`config.mk`:
```
export PLATFORM = sky130hd
export DESIGN_NAME = ddr_pat_gen
export DESIGN_NICKNAME = d
export VERILOG_FILES = /design/src/rtl/ddr_test_pkg.sv /design/src/rtl/ddr_pat_gen.sv
export SDC_FILE = /design/constraint.sdc
export NUM_CORES = 1
export LEC_CHECK = 0
export CAP_MARGIN = 0
export CORE_MARGIN = 5
export CORE_UTILIZATION = 40
export DETAILED_ROUTE_END_ITERATION = 12
export HOLD_SLACK_MARGIN = 0.08
export PLACE_DENSITY = 0.81
export SLEW_MARGIN = 20
export SYNTH_ARGS = -nofsm -noshare
export SYNTH_HDL_FRONTEND = slang
export SYNTH_SLANG_ARGS = --single-unit
```
`constraint.sdc`:
```
create_clock -name clk -period 4.2 [get_ports clk]
set_input_delay 1.05 -clock clk [delete_from_list [all_inputs] [get_ports clk]]
set_output_delay 1.05 -clock clk [all_outputs]
set_load 0.02 [all_outputs]
```
`src/rtl/ddr_test_pkg.sv`:
```
// Shared definitions for the DDR read checker and the write-side pattern source.
package ddr_test_pkg;
  typedef enum logic [1:0] {ST_IDLE, ST_RUN, ST_DONE} state_e;

  localparam logic MODE_INC  = 1'b0;
  localparam logic MODE_LFSR = 1'b1;

  // Fibonacci taps 8,6,5,4 expressed as bit positions 7,5,4,3.
  localparam logic [7:0] LFSR_TAPS = 8'hB8;

  function automatic logic [7:0] lfsr_next(input logic [7:0] q);
    return {q[6:0], ^(q & LFSR_TAPS)};
  endfunction
endpackage

```
`src/rtl/ddr_pat_gen.sv`:
```
// Byte pattern source: load a seed, then step per strobe as incrementing or LFSR.
module ddr_pat_gen
  import ddr_test_pkg::*;
#(
  parameter int DATA_W = 8
) (
  input  logic              clk,
  input  logic              rst_n,
  input  logic              load,
  input  logic              adv,
  input  logic              mode,
  input  logic [DATA_W-1:0] seed,
  output logic [DATA_W-1:0] pat
);
  logic              mode_q, mode_d;
  logic [DATA_W-1:0] pat_q, pat_d;

  always_comb begin
    mode_d = mode_q;
    pat_d  = pat_q;
    if (load) begin
      mode_d = mode;
      // An all-zero LFSR state would lock up, so it is swapped for all-ones.
      pat_d  = (mode == MODE_LFSR && seed == '0) ? {DATA_W{1'b1}} : seed;
    end else if (adv) begin
      pat_d = (mode_q == MODE_LFSR) ? lfsr_next(pat_q) : pat_q + DATA_W'(1);
    end
  end

  always_ff @(posedge clk or negedge rst_n) begin
    if (!rst_n) begin
      mode_q <= MODE_INC;
      pat_q  <= '0;
    end else begin
      mode_q <= mode_d;
      pat_q  <= pat_d;
    end
  end

  assign pat = pat_q;
endmodule

```
==> impl_metrics.env, run 1 <==
export IMPL_die_area_um2=2580
export IMPL_period_needed_ns=2.50
export IMPL_synth_top_family_by_area="compound AO/OA/AOI/OAI gates"
export IMPL_p_leak_uw=0.000355
export IMPL_synth_seq_cells=9
export IMPL_clock_path_buffers=2
export IMPL_synthFlopType="dfrtp_1"
export IMPL_cts_repair_resized=0
export IMPL_vdd_ir_drop_max_v=0.000249
export IMPL_slowest_stage="clkdlybuf4s50_1"
export IMPL_drv_cap=0
export IMPL_grt_max_degree=14
export IMPL_layout_commonest_cell="clkdlybuf4s50_1"
export IMPL_worstPathRequired_ns=3.15
export IMPL_status="finished clean"
export IMPL_drcViolationCount=0
export IMPL_area_growth_pct=33.9
export IMPL_dieHeight_um=50.8
export IMPL_post_dp_hpwl_mm=1.33
export IMPL_h_tree_depth=1
export IMPL_routed_wl_mm=1.69
export IMPL_cp_num_buf_inv=1
export IMPL_synth_distinct_cells=29
export IMPL_fin_setup_tns_ns=0
export IMPL_numPortBuffers=20
export IMPL_grt_pass1_vias=614
export IMPL_cp_top_family="buffers and inverters"
export IMPL_synthArstFlopShare_pct=100
export IMPL_yosysSeqAreaShare_pct=33.9
export IMPL_io_pins=21
export IMPL_via_count=651
export IMPL_root_buffer="clkbuf_4"
export IMPL_hp_class="reg2reg"
export IMPL_worstSkewPairLatency_ns=0.26
export IMPL_grt_overflow_total=0
export IMPL_layout_nets=110
export IMPL_period_share_pct=59.5
export IMPL_cp_max_fo=10
export IMPL_cts_made_buffers=3
export IMPL_netlist_area_um2=664
export IMPL_finalMaxSlewViolations=0
export IMPL_antenna_found_initial=0
export IMPL_synth_xor_area_share_pct=4.90
export IMPL_viasPerCell=5.92
export IMPL_relSlewSlack_pct=68.9
export IMPL_path_class="reg2out"
export IMPL_placed_area_um2=863
export IMPL_routedWlPerCell_um=15.4
export IMPL_hold_slack_ns=0.656
export IMPL_fin_worst_skew_ns=0.00186
export IMPL_synth_fa_ha_area_share_pct=3.77
export IMPL_fillers=147
export IMPL_tightest_slew_ns=0.464
export IMPL_critPathCaptureType="output pin"
export IMPL_synth_enable_flop_cells=0
export IMPL_num_rows=14
export IMPL_hold_viol_final=0
export IMPL_gp_congestion=0.838
export IMPL_syn_inst=75
export IMPL_mostFrequentLayoutCells="clkdlybuf4s50_1 (20), o21ai_0 (9), dfrtp_1 (9), a21oi_1 (7), nor2_1 (6)"
export IMPL_setup_viol=0
export IMPL_fmax_ghz=0.400
export IMPL_max_stage_delay_ns=0.67
export IMPL_critPathArrivalTime_ns=1.45
export IMPL_post_cts_buffers=0
export IMPL_hold_buffers=0
export IMPL_final_util_pct=57.7
export IMPL_ys_warnings_count=0
export IMPL_coreArea_um2=1540
export IMPL_rsz0062_at_grt="no"
export IMPL_postRouteAntennaNets=0
export IMPL_yosys_area_share_simple_pct=18.1
export IMPL_synth_area_mux_share_pct=4.52
export IMPL_synth_compound_area_share_pct=30.5
export IMPL_firstDrtPassIters=4
export IMPL_grt_use_total_pct=13.8
export IMPL_avgSynthCellArea_um2=8.86
export IMPL_design_area_um2=890
export IMPL_start_util_pct=43.1
export IMPL_clkTransAtPathRegs_ns=0.06
export IMPL_powerDensity_nw_per_um2=329
export IMPL_syn_nets=90
export IMPL_drtIter0Drc=11
export IMPL_cts_tree="yes"
export IMPL_layout_drive_gt1_share_pct=8.51
export IMPL_cts_sinks=9
export IMPL_grt_pass1_wl_mm=2.66
export IMPL_die_x_um=50.8
export IMPL_crit_chain="clkdlybuf4s50_1"
export IMPL_critPathLaunchType="flop"
export IMPL_power_uw=293
export IMPL_antenna_cells=0
-- cell type report --
cell class / count / area (um2) / area share (%)
inverters: 2 / 7.51 / 0.844
clock buffers: 4 / 26.3 / 2.95
flip-flops and latches: 9 / 225 / 25.3
multi-input cells: 59 / 410 / 46.1
well taps: 16 / 20.0 / 2.25
repair buffers: 20 / 200 / 22.5
-- routing by layer --
metal,up-vias,track usage (%),share of wire (%)
met4,0,11.1,2.8
met1,296,15.4,44
met3,5,1.78,5.6
met2,24,23.1,48
met5,-,0,0
li1,326,-,-
-- synthesized netlist by cell type, types with 3 or more instances --
library cell | count | share of area, %
dfrtp_1 | 9 | 34
o21ai_0 | 9 | 6.8
a21oi_1 | 7 | 5.3
nor2_1 | 6 | 3.4
nand2_1 | 5 | 2.8
o22ai_1 | 4 | 3.8
clkbuf_1 | 3 | 1.7
mux2i_1 | 3 | 4.5
o22a_2 | 3 | 4.5
-- flip-flops by register name, indices dropped and copies added, names as in the netlist --
| signal | cells |
|---|---|
| mode_q | 1 |
| pat | 8 |
-- power breakdown --
group          internal (uW)  leakage [uW]  total, uW  switching, uW
Sequential              96.9      0.000103        119           22.0
Clock                   36.6     0.0000150       67.3           30.7
Combinational           58.7      0.000237        106           47.7
Total                    192      0.000355        293            100
-- cells by family (layout without fill, tap and decap cells) --
logic type / count (synthesis) / count (layout)
AO/OA/AOI/OAI: 30 / 30
AND/OR/NAND/NOR: 22 / 22
flip-flops: 9 / 9
buffers and inverters: 7 / 26
multiplexers: 3 / 3
adder cells (fa/ha/maj): 2 / 2
XOR/XNOR: 2 / 2
-- per-stage QoR --
| stage | cells | worst slack [ns] |
|---|---|---|
| 2_1_floorplan | 75 | 2.01 |
| 6_report | 110 | 1.70 |
| 5_1_grt | 110 | 1.64 |
| 4_1_cts | 110 | 1.71 |
| 3_5_place_dp | 106 | 1.47 |
| 3_3_place_gp | 106 | 1.51 |
-- final timing paths --
check,startpoint,to,slack [ns],cells past startpoint
hold reg to reg,pat[6]$_DFFE_PN0P_,pat[6]$_DFFE_PN0P_,0.66,2
setup reg to reg,pat[4]$_DFFE_PN0P_,pat[0]$_DFFE_PN0P_,2.45,5
min in group asynchronous,rst_n,pat[0]$_DFFE_PN0P_,1.08,1
hold / removal,pat[6]$_DFFE_PN0P_,pat[6]$_DFFE_PN0P_,0.66,2
setup / recovery,pat[2]$_DFFE_PN0P_,pat[2],1.70,1
max in group asynchronous,rst_n,pat[4]$_DFFE_PN0P_,2.84,1
Power figures use the tool's default switching activity.
==> inputs of run 2 (changes only) <==
- clock period: 4.2 -> 2.33 ns (I/O delays scaled with it)
==> run 2 against run 1 <==
Core utilization grew 0.49 points. Non-clock buffer count grew 1. Clock power grew 83%. Cell count grew 0.91%. Die area is the same. Critical path depth is the same. Routed wire length shrank 1.0%. Largest power group unchanged. Combinational power grew 81%.
==> impl_metrics.env, run 2 (synthesis results as in run 1) <==
export IMPL_powerDensity_nw_per_um2=591
export IMPL_drtIter0Drc=18
export IMPL_firstDrtPassIters=4
export IMPL_h_tree_depth=1
export IMPL_post_cts_buffers=0
export IMPL_pwr_share_comb_pct=36.2
export IMPL_vdd_ir_drop_max_v=0.000528
export IMPL_crit_chain="clkdlybuf4s50_1"
export IMPL_antenna_cells=0
export IMPL_fin_worst_skew_ns=0.00348
export IMPL_dp_slack_ns=0.0775
export IMPL_p_leak_uw=0.000360
export IMPL_postRouteAntennaNets=0
export IMPL_period_needed_ns=2.03
export IMPL_grt_pass1_wl_mm=2.77
export IMPL_final_util_pct=58.2
export IMPL_p_sw_share_pct=34.5
export IMPL_fmax_ghz=0.494
export IMPL_viasPerCell=6.17
export IMPL_slowest_stage="clkdlybuf4s50_1"
export IMPL_worstSkewPairLatency_ns=0.27
export IMPL_cts_made_buffers=3
export IMPL_cts_tree="yes"
export IMPL_p_int_uw=347
export IMPL_relSlewSlack_pct=71.4
export IMPL_mostFrequentLayoutCells="clkdlybuf4s50_1 (20), o21ai_0 (9), dfrtp_1 (9), a21oi_1 (7), nor2_1 (6)"
export IMPL_tightest_slew_ns=0.428
export IMPL_hold_buffers=0
export IMPL_root_buffer="clkbuf_4"
export IMPL_finalMaxSlewViolations=0
export IMPL_clock_path_buffers=2
export IMPL_cp_max_fo=10
export IMPL_gp_congestion=0.852
export IMPL_io_pins=21
export IMPL_setup_viol=0
export IMPL_routedWlPerCell_um=15.1
export IMPL_period_share_pct=87.0
export IMPL_drcViolationCount=0
export IMPL_rsz0062_at_grt="no"
export IMPL_antenna_found_initial=0
export IMPL_routed_wl_mm=1.67
export IMPL_grt_max_degree=12
export IMPL_via_count=685
export IMPL_p_switching_uw=183
export IMPL_hp_class="in2async"
export IMPL_layout_drive_gt1_share_pct=9.47
export IMPL_p_seq_share_pct=40.5
export IMPL_max_stage_delay_ns=0.67
export IMPL_largest_reg_flops=8
export IMPL_critPathLaunchType="flop"
export IMPL_layout_nets=111
export IMPL_drv_cap=0
export IMPL_grt_use_total_pct=13.7
export IMPL_dieHeight_um=50.8
export IMPL_start_util_pct=43.1
export IMPL_fin_ws_ns=0.304
export IMPL_layout_commonest_cell="clkdlybuf4s50_1"
export IMPL_coreArea_um2=1540
export IMPL_cp_top_family="buffers and inverters"
export IMPL_die_area_um2=2580
export IMPL_critPathCaptureType="output pin"
export IMPL_clkTransAtPathRegs_ns=0.06
export IMPL_cts_sinks=9
export IMPL_power_uw=530
export IMPL_numPortBuffers=20
export IMPL_fin_setup_tns_ns=0
export IMPL_cts_repair_resized=0
export IMPL_grt_pass1_vias=627
export IMPL_p_clk_share_pct=23.3
export IMPL_critPathArrivalTime_ns=1.44
export IMPL_post_dp_hpwl_mm=1.32
export IMPL_cp_num_buf_inv=1
export IMPL_worstPathRequired_ns=1.75
export IMPL_die_x_um=50.8
export IMPL_status="finished clean"
export IMPL_hold_viol_final=0
export IMPL_grt_overflow_total=0
export IMPL_num_rows=14
export IMPL_path_class="reg2out"
export IMPL_area_growth_pct=35.0
[run 2: cell types whose count changed in the layout (fill, tap and decap cells not counted)]
cell / delta
buf_4: +1
[run 2: metal layers]
metal / routed length (um) / vias up / GRT usage (%) / part of all wire [%]
met3: 112 / 2 / 2.66 / 6.7
met2: 809 / 29 / 21.9 / 48
met4: 26 / 0 / 7.66 / 1.6
met1: 724 / 323 / 16.9 / 43
li1: - / 331 / - / -
met5: 0 / - / 0 / 0
[run 2: power groups by stage]
stage	sequential, uW	combinational, uW	clock (uW)
finish	215	192	123
global route	219	207	137
CTS	214	193	127
detailed placement	217	192	0
floorplan	220	106	0
global placement	214	189	0
[run 2: final cells by class]
cell class | instances | area [um2]
clock buffers | 4 | 26.3
fillers | 148 | 644
inverters | 2 | 7.51
multi-input cells | 59 | 410
flip-flops and latches | 9 | 225
well taps | 16 | 20.0
repair buffers | 21 | 208
[run 2: per-stage QoR]
stage | hold WS, ns | cells | area [um2]
detailed placement | 0.657 | 107 | 871
CTS | 0.619 | 111 | 897
floorplan | 0.287 | 75 | 664
global placement | 0.625 | 107 | 871
global route | 0.634 | 111 | 897
finish | 0.619 | 111 | 897
[run 2: worst paths after layout]
path	start	endpoint	depth (start not counted)	slack, ns
max	pat[2]$_DFFE_PN0P_	pat[2]	1	0.30
min	rst_n	pat[0]$_DFFE_PN0P_	1	0.62
max reg2reg	pat[4]$_DFFE_PN0P_	pat[0]$_DFFE_PN0P_	5	0.58
min reg2reg	pat[6]$_DFFE_PN0P_	pat[6]$_DFFE_PN0P_	2	0.67
max in group asynchronous	rst_n	pat[3]$_DFFE_PN0P_	1	1.41
min in group clk	pat[6]$_DFFE_PN0P_	pat[6]$_DFFE_PN0P_	2	0.67
[run 2: worst reg2reg max path, cell delays in order, from the launching register on]
cell and delay, ns:
dfrtp_1 0.46, ha_1 0.31, xor3_1 0.38, a211o_1 0.29
o21ai_0 0.08, o21ai_0 0.10
